===== config.mk =====
export PLATFORM = sky130hd
export DESIGN_NAME = alu_share_arbiter
export DESIGN_NICKNAME = d
export VERILOG_FILES = /design/src/rtl/alu_share_arbiter.sv
export SDC_FILE = /design/constraint.sdc
export NUM_CORES = 1
export LEC_CHECK = 0
export CORE_AREA = 2 2 122 124
export CTS_CLUSTER_SIZE = 16
export DETAILED_ROUTE_END_ITERATION = 8
export DIE_AREA = 0 0 124 126
export SYNTH_ARGS = -nofsm -noshare
export SYNTH_HDL_FRONTEND = slang
export SYNTH_SLANG_ARGS = --single-unit

===== constraint.sdc =====
create_clock -name clk -period 2.61 [get_ports clk]
set_input_delay 0.3915 -clock clk [delete_from_list [all_inputs] [get_ports clk]]
set_output_delay 0.3915 -clock clk [all_outputs]
set_load 0.01 [all_outputs]

===== src/rtl/alu_share_arbiter.sv =====
// alu_share_arbiter: round-robin sharing of one combinational ALU between NUM_REQ requesters.
// Optional per-requester accept counters are built when ALU_ARB_STATS_EN is defined.
module alu_share_arbiter #(
   parameter int NUM_REQ = 2,
   parameter int PTR_W   = 2
) (
   input  logic                   clk,
   input  logic                   rst,
   input  logic [NUM_REQ-1:0]     req_valid,
   output logic [NUM_REQ-1:0]     req_ready,
   input  logic [NUM_REQ*32-1:0]  req_operand_a,
   input  logic [NUM_REQ*32-1:0]  req_operand_b,
   input  logic [NUM_REQ*4-1:0]   req_select_op,
   output logic [NUM_REQ-1:0]     resp_valid,
   input  logic [NUM_REQ-1:0]     resp_ready,
   output logic [31:0]            resp_data,
   output logic [31:0]            alu_operand_a,
   output logic [31:0]            alu_operand_b,
   output logic [3:0]             alu_select_op,
   input  logic [31:0]            alu_result_in,
   output logic [NUM_REQ*16-1:0]  grant_count
);

   typedef enum logic {IDLE, RESP} state_t;

   state_t           state, state_nx;
   logic [PTR_W-1:0] owner, last_grant, gnt;
   logic             found, owner_rdy, can_accept, accept;

   function automatic int wrap_add(input int base, input int k);
      int r;
      r = base + k;
      return (r >= NUM_REQ) ? r - NUM_REQ : r;
   endfunction

   // Response-ready of the current owner.
   always_comb begin
      owner_rdy = 1'b0;
      for (int i = 0; i < NUM_REQ; i++)
         if (owner == PTR_W'(i)) owner_rdy = resp_ready[i];
   end

   // Round-robin pick: first valid requester after last_grant.
   always_comb begin
      found = 1'b0;
      gnt   = '0;
      for (int k = 1; k <= NUM_REQ; k++)
         for (int i = 0; i < NUM_REQ; i++)
            if (!found && req_valid[i] &&
                i == wrap_add(int'(last_grant), k)) begin
               found = 1'b1;
               gnt   = PTR_W'(i);
            end
   end

   assign can_accept = (state == IDLE) || owner_rdy;
   assign accept     = can_accept && found;

   // Next state, accept strobes, response valid and ALU drive.
   always_comb begin
      state_nx      = state;
      req_ready     = '0;
      resp_valid    = '0;
      alu_operand_a = '0;
      alu_operand_b = '0;
      alu_select_op = '0;
      if (state == RESP)
         for (int i = 0; i < NUM_REQ; i++)
            resp_valid[i] = (owner == PTR_W'(i));
      if (accept) begin
         state_nx = RESP;
         for (int i = 0; i < NUM_REQ; i++)
            if (gnt == PTR_W'(i)) begin
               req_ready[i]  = 1'b1;
               alu_operand_a = req_operand_a[32*i +: 32];
               alu_operand_b = req_operand_b[32*i +: 32];
               alu_select_op = req_select_op[4*i +: 4];
            end
      end else if (state == RESP && owner_rdy) begin
         state_nx = IDLE;
      end
   end

   // State, owner and registered result.
   always_ff @(posedge clk) begin
      if (rst) begin
         state      <= IDLE;
         owner      <= '0;
         last_grant <= PTR_W'(NUM_REQ - 1);
         resp_data  <= '0;
      end else begin
         state <= state_nx;
         if (accept) begin
            resp_data  <= alu_result_in;
            owner      <= gnt;
            last_grant <= gnt;
         end
      end
   end

`ifdef ALU_ARB_STATS_EN
   logic [15:0] cnt [NUM_REQ];

   // Saturating per-requester accept counters.
   always_ff @(posedge clk) begin
      if (rst) begin
         for (int i = 0; i < NUM_REQ; i++) cnt[i] <= '0;
      end else begin
         for (int i = 0; i < NUM_REQ; i++)
            if (accept && gnt == PTR_W'(i) && cnt[i] != 16'hFFFF)
               cnt[i] <= cnt[i] + 16'd1;
      end
   end

   // Pack the counters onto the flat port.
   always_comb begin
      grant_count = '0;
      for (int i = 0; i < NUM_REQ; i++)
         grant_count[16*i +: 16] = cnt[i];
   end
`else
   assign grant_count = '0;
`endif

endmodule


# ---- Word level (Yosys, flattened, before mapping)
# Index checks and enable logic that the tools add are counted.
dict set report totals {
  latch_bits 0
  mem_bits_rw 0
  n_memories 0
  regBits 37
  out_inout_bits 136
  romBits 0
  inputBits 174
}
dict set report classes {
  muxes 26
  n_eq_ne 4
  shifts 0
  reduce_logical 18
  div_mod_pow 0
  bitwise 1
  add_sub_neg 4
  multipliers 0
  magnitude_cmp 2
}
# op count
set op_table {}
lappend op_table {{two-way mux 32 bit} 8}
lappend op_table {{== test 2 x 32 -> 1 bit, first input constant} 2}
lappend op_table {{logical NOT 32 bit} 2}
lappend op_table {{two-way mux 4 bit} 3}
lappend op_table {{two-way mux 1 bit} 11}
lappend op_table {{logical AND 1 bit} 9}
lappend op_table {{two-way mux 2 bit} 4}
lappend op_table {{subtractor 3 x 2 -> 4 bit, second input constant} 2}
lappend op_table {{>= comparator 3 x 2 -> 1 bit, second input constant} 2}
lappend op_table {{== test 2 x 1 -> 1 bit, second input constant} 2}
lappend op_table {{logical NOT 2 bit} 2}
lappend op_table {{adder 2 x 1 -> 3 bit, second input constant} 1}
lappend op_table {{adder 2 x 2 -> 3 bit, second input constant} 1}
lappend op_table {{logical NOT 1 bit} 3}
lappend op_table {{nonzero test 2 bit} 1}
lappend op_table {{logical OR 1 bit} 1}
lappend op_table {{inverter 1 bit} 1}

# ---- Logic depth before layout (Yosys ltp)
dict set report depth {
  word_depth 22
  mapped_depth 7
  mapped_depth_nobuf 3
}

# ---- Worst setup path before layout
# Ideal clock, no wire load.
dict set report synth_timing {
  kind {input-to-output}
  startpoint {in req_valid[0]}
  endpoint {out alu_operand_a[0]}
  path_buffers 4
  t_required_ns 2.219
  cell_stages 7
  arrival_ns 1.424
  setup_slack_ns 0.794
  path_cell_list {clkbuf_2 -> a21bo_2 -> buf_2 -> buf_4 -> buf_2 -> nand3_1 -> a21oi_1}
}
dict set report synth_between {
  elab_chain_cells 18
}
# item line
set synth_rtl {}
lappend synth_rtl {{from (decl)} 9} ;# input logic [NUM_REQ-1:0] req_valid,
lappend synth_rtl {{logical AND 1 bit} 49} ;# if (!found && req_valid[i] &&
lappend synth_rtl {{two-way mux 1 bit} 49}
lappend synth_rtl {{logical NOT 1 bit} 49}
lappend synth_rtl {{logical AND 1 bit (2 in series)} 49}
lappend synth_rtl {{two-way mux 1 bit} 49}
lappend synth_rtl {{logical NOT 1 bit} 49}
lappend synth_rtl {{logical AND 1 bit (2 in series)} 49}
lappend synth_rtl {{two-way mux 1 bit} 49}
lappend synth_rtl {{logical NOT 1 bit} 49}
lappend synth_rtl {{logical AND 1 bit (2 in series)} 49}
lappend synth_rtl {{two-way mux 2 bit} 49}
lappend synth_rtl {{logical NOT 2 bit} 73} ;# if (gnt == PTR_W'(i)) begin
lappend synth_rtl {{two-way mux 32 bit (2 in series)} 73}
lappend synth_rtl {{two-way mux 32 bit (*)} 70} ;# if (accept) begin
lappend synth_rtl {{to (decl)} 17} ;# output logic [31:0] alu_operand_a,
# Mark *: on every way between the ends. The rest lies on a longest branch, timed or not.

# ---- Final worst setup path
dict set report layout_timing {
  startpoint {in req_valid[1]}
  endpoint {out alu_operand_b[8]}
}
dict set report layout_between {
  elab_chain_cells 15
}
# item line
set layout_rtl {}
lappend layout_rtl {{logical AND 1 bit (2 in series)} 49}
lappend layout_rtl {{two-way mux 1 bit} 49}
lappend layout_rtl {{logical NOT 1 bit} 49}
lappend layout_rtl {{logical AND 1 bit (2 in series)} 49}
lappend layout_rtl {{two-way mux 1 bit} 49}
lappend layout_rtl {{logical NOT 1 bit} 49}
lappend layout_rtl {{logical AND 1 bit (2 in series)} 49}
lappend layout_rtl {{two-way mux 2 bit} 49}
lappend layout_rtl {{logical NOT 2 bit} 73}
lappend layout_rtl {{two-way mux 32 bit (2 in series)} 73}
lappend layout_rtl {{two-way mux 32 bit (*)} 70}
lappend layout_rtl {{to (decl)} 18} ;# output logic [31:0] alu_operand_b,
# Marked as above.

==> flow_metrics.tcl <==
set metrics [dict create \
    grt.overflow.total 0 \
    vias 3615 \
    core_area_um2 14300 \
    clock-sinks 35 \
    irDropWorstVdd_mv 0.316 \
    clock-skew-final_ns 0.00194 \
    finalSetupViolations 0 \
    path_max_fanout 21 \
    outcome "complete, no violations" \
    report.final.slew_viol_count 0 \
    viasPerCell 4.42 \
    final_common_cell "clkdlybuf4s50_1" \
    clk_pin_slew_worst_paths_ns 0.05 \
    combPwrFrac_pct 45.3 \
    p_switching_mw 0.685 \
    grt_pass1_vias 3571 \
    cp-start-kind "input pin" \
    worstSetupEndpointType "primary output" \
    final_area_um2 5730 \
    dieWidth_um 124 \
    grt_util_met1_pct 15.5 \
    stdcell_count 818 \
    syn2layout_area_growth_pct 126 \
    hp-class "reg2reg" \
    grt_usage_pct 14.0 \
    busiest_layer "met2" \
    ys_types 28 \
    netlist_area_um2 2530 \
    antenna_found_initial 0 \
    p_clk_share_pct 28.8 \
    setup_tns_ns 0 \
    cts_tree "done" \
    cts_max_path_buffers 2 \
    wl_per_cell_um 15.0 \
    hold_violations 0 \
    grt_pass1_wl_mm 17.6 \
    drt_first_iter_violations 101 \
    yosysSeqAreaShare_pct 27.7 \
    max_stage_delay_ns 0.56 \
    min_period_over_period_pct 98.9 \
    met3_usage_pct 3.62 \
    worst_path_max_delay_cell "clkdlybuf4s50_1" \
    cts_inserted_buffers 5 \
    fin_nets 807 \
    seq_area_um2 701 \
    grt_max_degree 43 \
    n_antenna_cell 0 \
    die_area_um2 15600 \
    postLayoutCoreUtil_pct 40.0 \
    synth_area_per_cell_um2 6.87 \
    remaining_drc_errors 0 \
    postSynthCellCount 368 \
    gp_congestion 0.825 \
    fillers 1443 \
    path_common_cell "clkdlybuf4s50_1" \
    synth.area.top_cells "dfxtp_1 (28%), a21oi_1 (14%), nand3_1 (13%), a22o_1 (11%), nand2_1 (10%)" \
    yosys.area.top_type_share_pct 27.7 \
    critPathTopFamily "buffers and inverters" \
    htree_levels 2 \
    drt-total-wl_mm 12.3 \
    dp_hpwl_mm 8.87 \
    power.internal_mw 1.67 \
    ios 310 \
    multi_input_area_um2 1520 \
    yosysTopAreaCell "dfxtp_1" \
    cts_root_buffer "clkbuf_16" \
    dpl_worst_slack_ns -0.104 \
    rsz0062_at_grt "yes" \
    gr-usage-met2_pct 26.5 \
    dpl_cell_area_um2 5450 \
    layout_common_cells "clkdlybuf4s50_1 (214), nand2_1 (69), nand3_1 (68), a21oi_1 (68), dlygate4sd2_1 (50)" \
    crit_required_ns 2.22 \
    min_period_ns 2.58 \
    worst-setup-path-type "in2out" \
    clk_latency_ns 0.27 \
    placedCellCount 805 \
    fmax_ghz 0.388 \
    cp_num_buf_inv 3 \
    initial_core_util_pct 17.7 \
    antenna_left 0 \
    ys_ff_latch 35 \
    setup_slack_ns 0.0295 \
    cts_hold_buf 0 \
    drive_above_1_share_pct 5.52 \
    p_seq_share_pct 25.9 \
    num_rows 44 \
    drtPass1Iterations 5 \
    path_cells "clkdlybuf4s50_1 -> a21bo_2 -> buf_12 -> nand3_1 -> a21oi_1 -> clkdlybuf4s50_1" \
    p_leak_nw 2.55 \
    swShare_pct 29.0 \
    ys_warn_count 0 \
    hold_slack_ns 0.472 \
    die_h_um 126 \
    max_cap_viol_count 0 \
    worstPathArrival_ns 2.19 \
    io_buffers 277 \
    power_density_nw_per_um2 412 \
    p_total_mw 2.36 \
]
-- path summary, 6_finish.rpt --
check / from / end / slack [ns] / depth (start not counted)
setup / recovery: req_valid[1] / alu_operand_b[8] / 0.03 / 6
hold / removal: resp_data[18] / resp_data[18] / 0.47 / 1
setup reg to reg: owner[0] / resp_data[16] / 1.00 / 4
hold reg to reg: resp_data[18] / resp_data[18] / 0.47 / 1
-- Yosys cell counts, drive strengths merged --
cell type	n
o21ai	2
a21boi	1
a211oi	1
nor4	1
o21a	1
clkbuf	20
nand3	68
nor2	3
conb	1
a22o	32
a21bo	1
a31o	1
and2	1
mux2i	1
a41o	1
inv	3
nand2	69
mux2	1
dfxtp	35
nor2b	1
a21oi	69
buf	49
nor3	5
or2	1
-- metal layers --
metal / routed length, um / vias to the layer above / part of all wire [%]
met4: 154 / 0 / 1.3
met1: 4710 / 1639 / 38
met5: 0 / - / 0
met2: 6100 / 207 / 50
met3: 1300 / 14 / 11
li1: - / 1755 / -
-- cells by family (layout without fill, tap and decap cells) --
kind of cell           after synthesis  after routing  synth area share [%]
AND/OR/NAND/NOR                    149            149                  26.2
buffers and inverters               72            307                  17.3
multiplexers                         2              2                 0.841
other                                1             32                 0.148
AO/OA/AOI/OAI                      109            109                  27.8
flip-flops                          35             35                  27.7
-- flip-flops by register name (all words and copies together) (netlist names) --
name	flops
owner	1
state	1
last_grant	1
resp_data	32
-- area by class of cell --
type / instances / share of cell area [%]
flip-flops and latches: 35 / 12.2
multi-input cells: 292 / 26.6
repair buffers: 296 / 53.9
clock buffers: 6 / 2.43
clock inverters: 2 / 0.612
well taps: 184 / 4.02
inverters: 3 / 0.197
-- power by group through the flow --
| stage | sequential [mW] | combinational [mW] | clock [mW] |
|---|---|---|---|
| global route | 0.617 | 1.15 | 0.725 |
| finish | 0.610 | 1.07 | 0.680 |
| global placement | 0.620 | 1.09 | 0 |
| detailed placement | 0.619 | 1.10 | 0 |
| CTS | 0.610 | 1.07 | 0.693 |
| floorplan | 0.635 | 0.425 | 0 |
-- repair_timing --
| action | CTS | global route |
|---|---|---|
| pin swaps | 2 | 0 |
| cloned | 2 | 1 |
| setup endpoints to repair | 43 | 20 |
| buffers inserted | 2 | 0 |
| gates resized for setup | 52 | 13 |
Power figures use the tool's default switching activity.
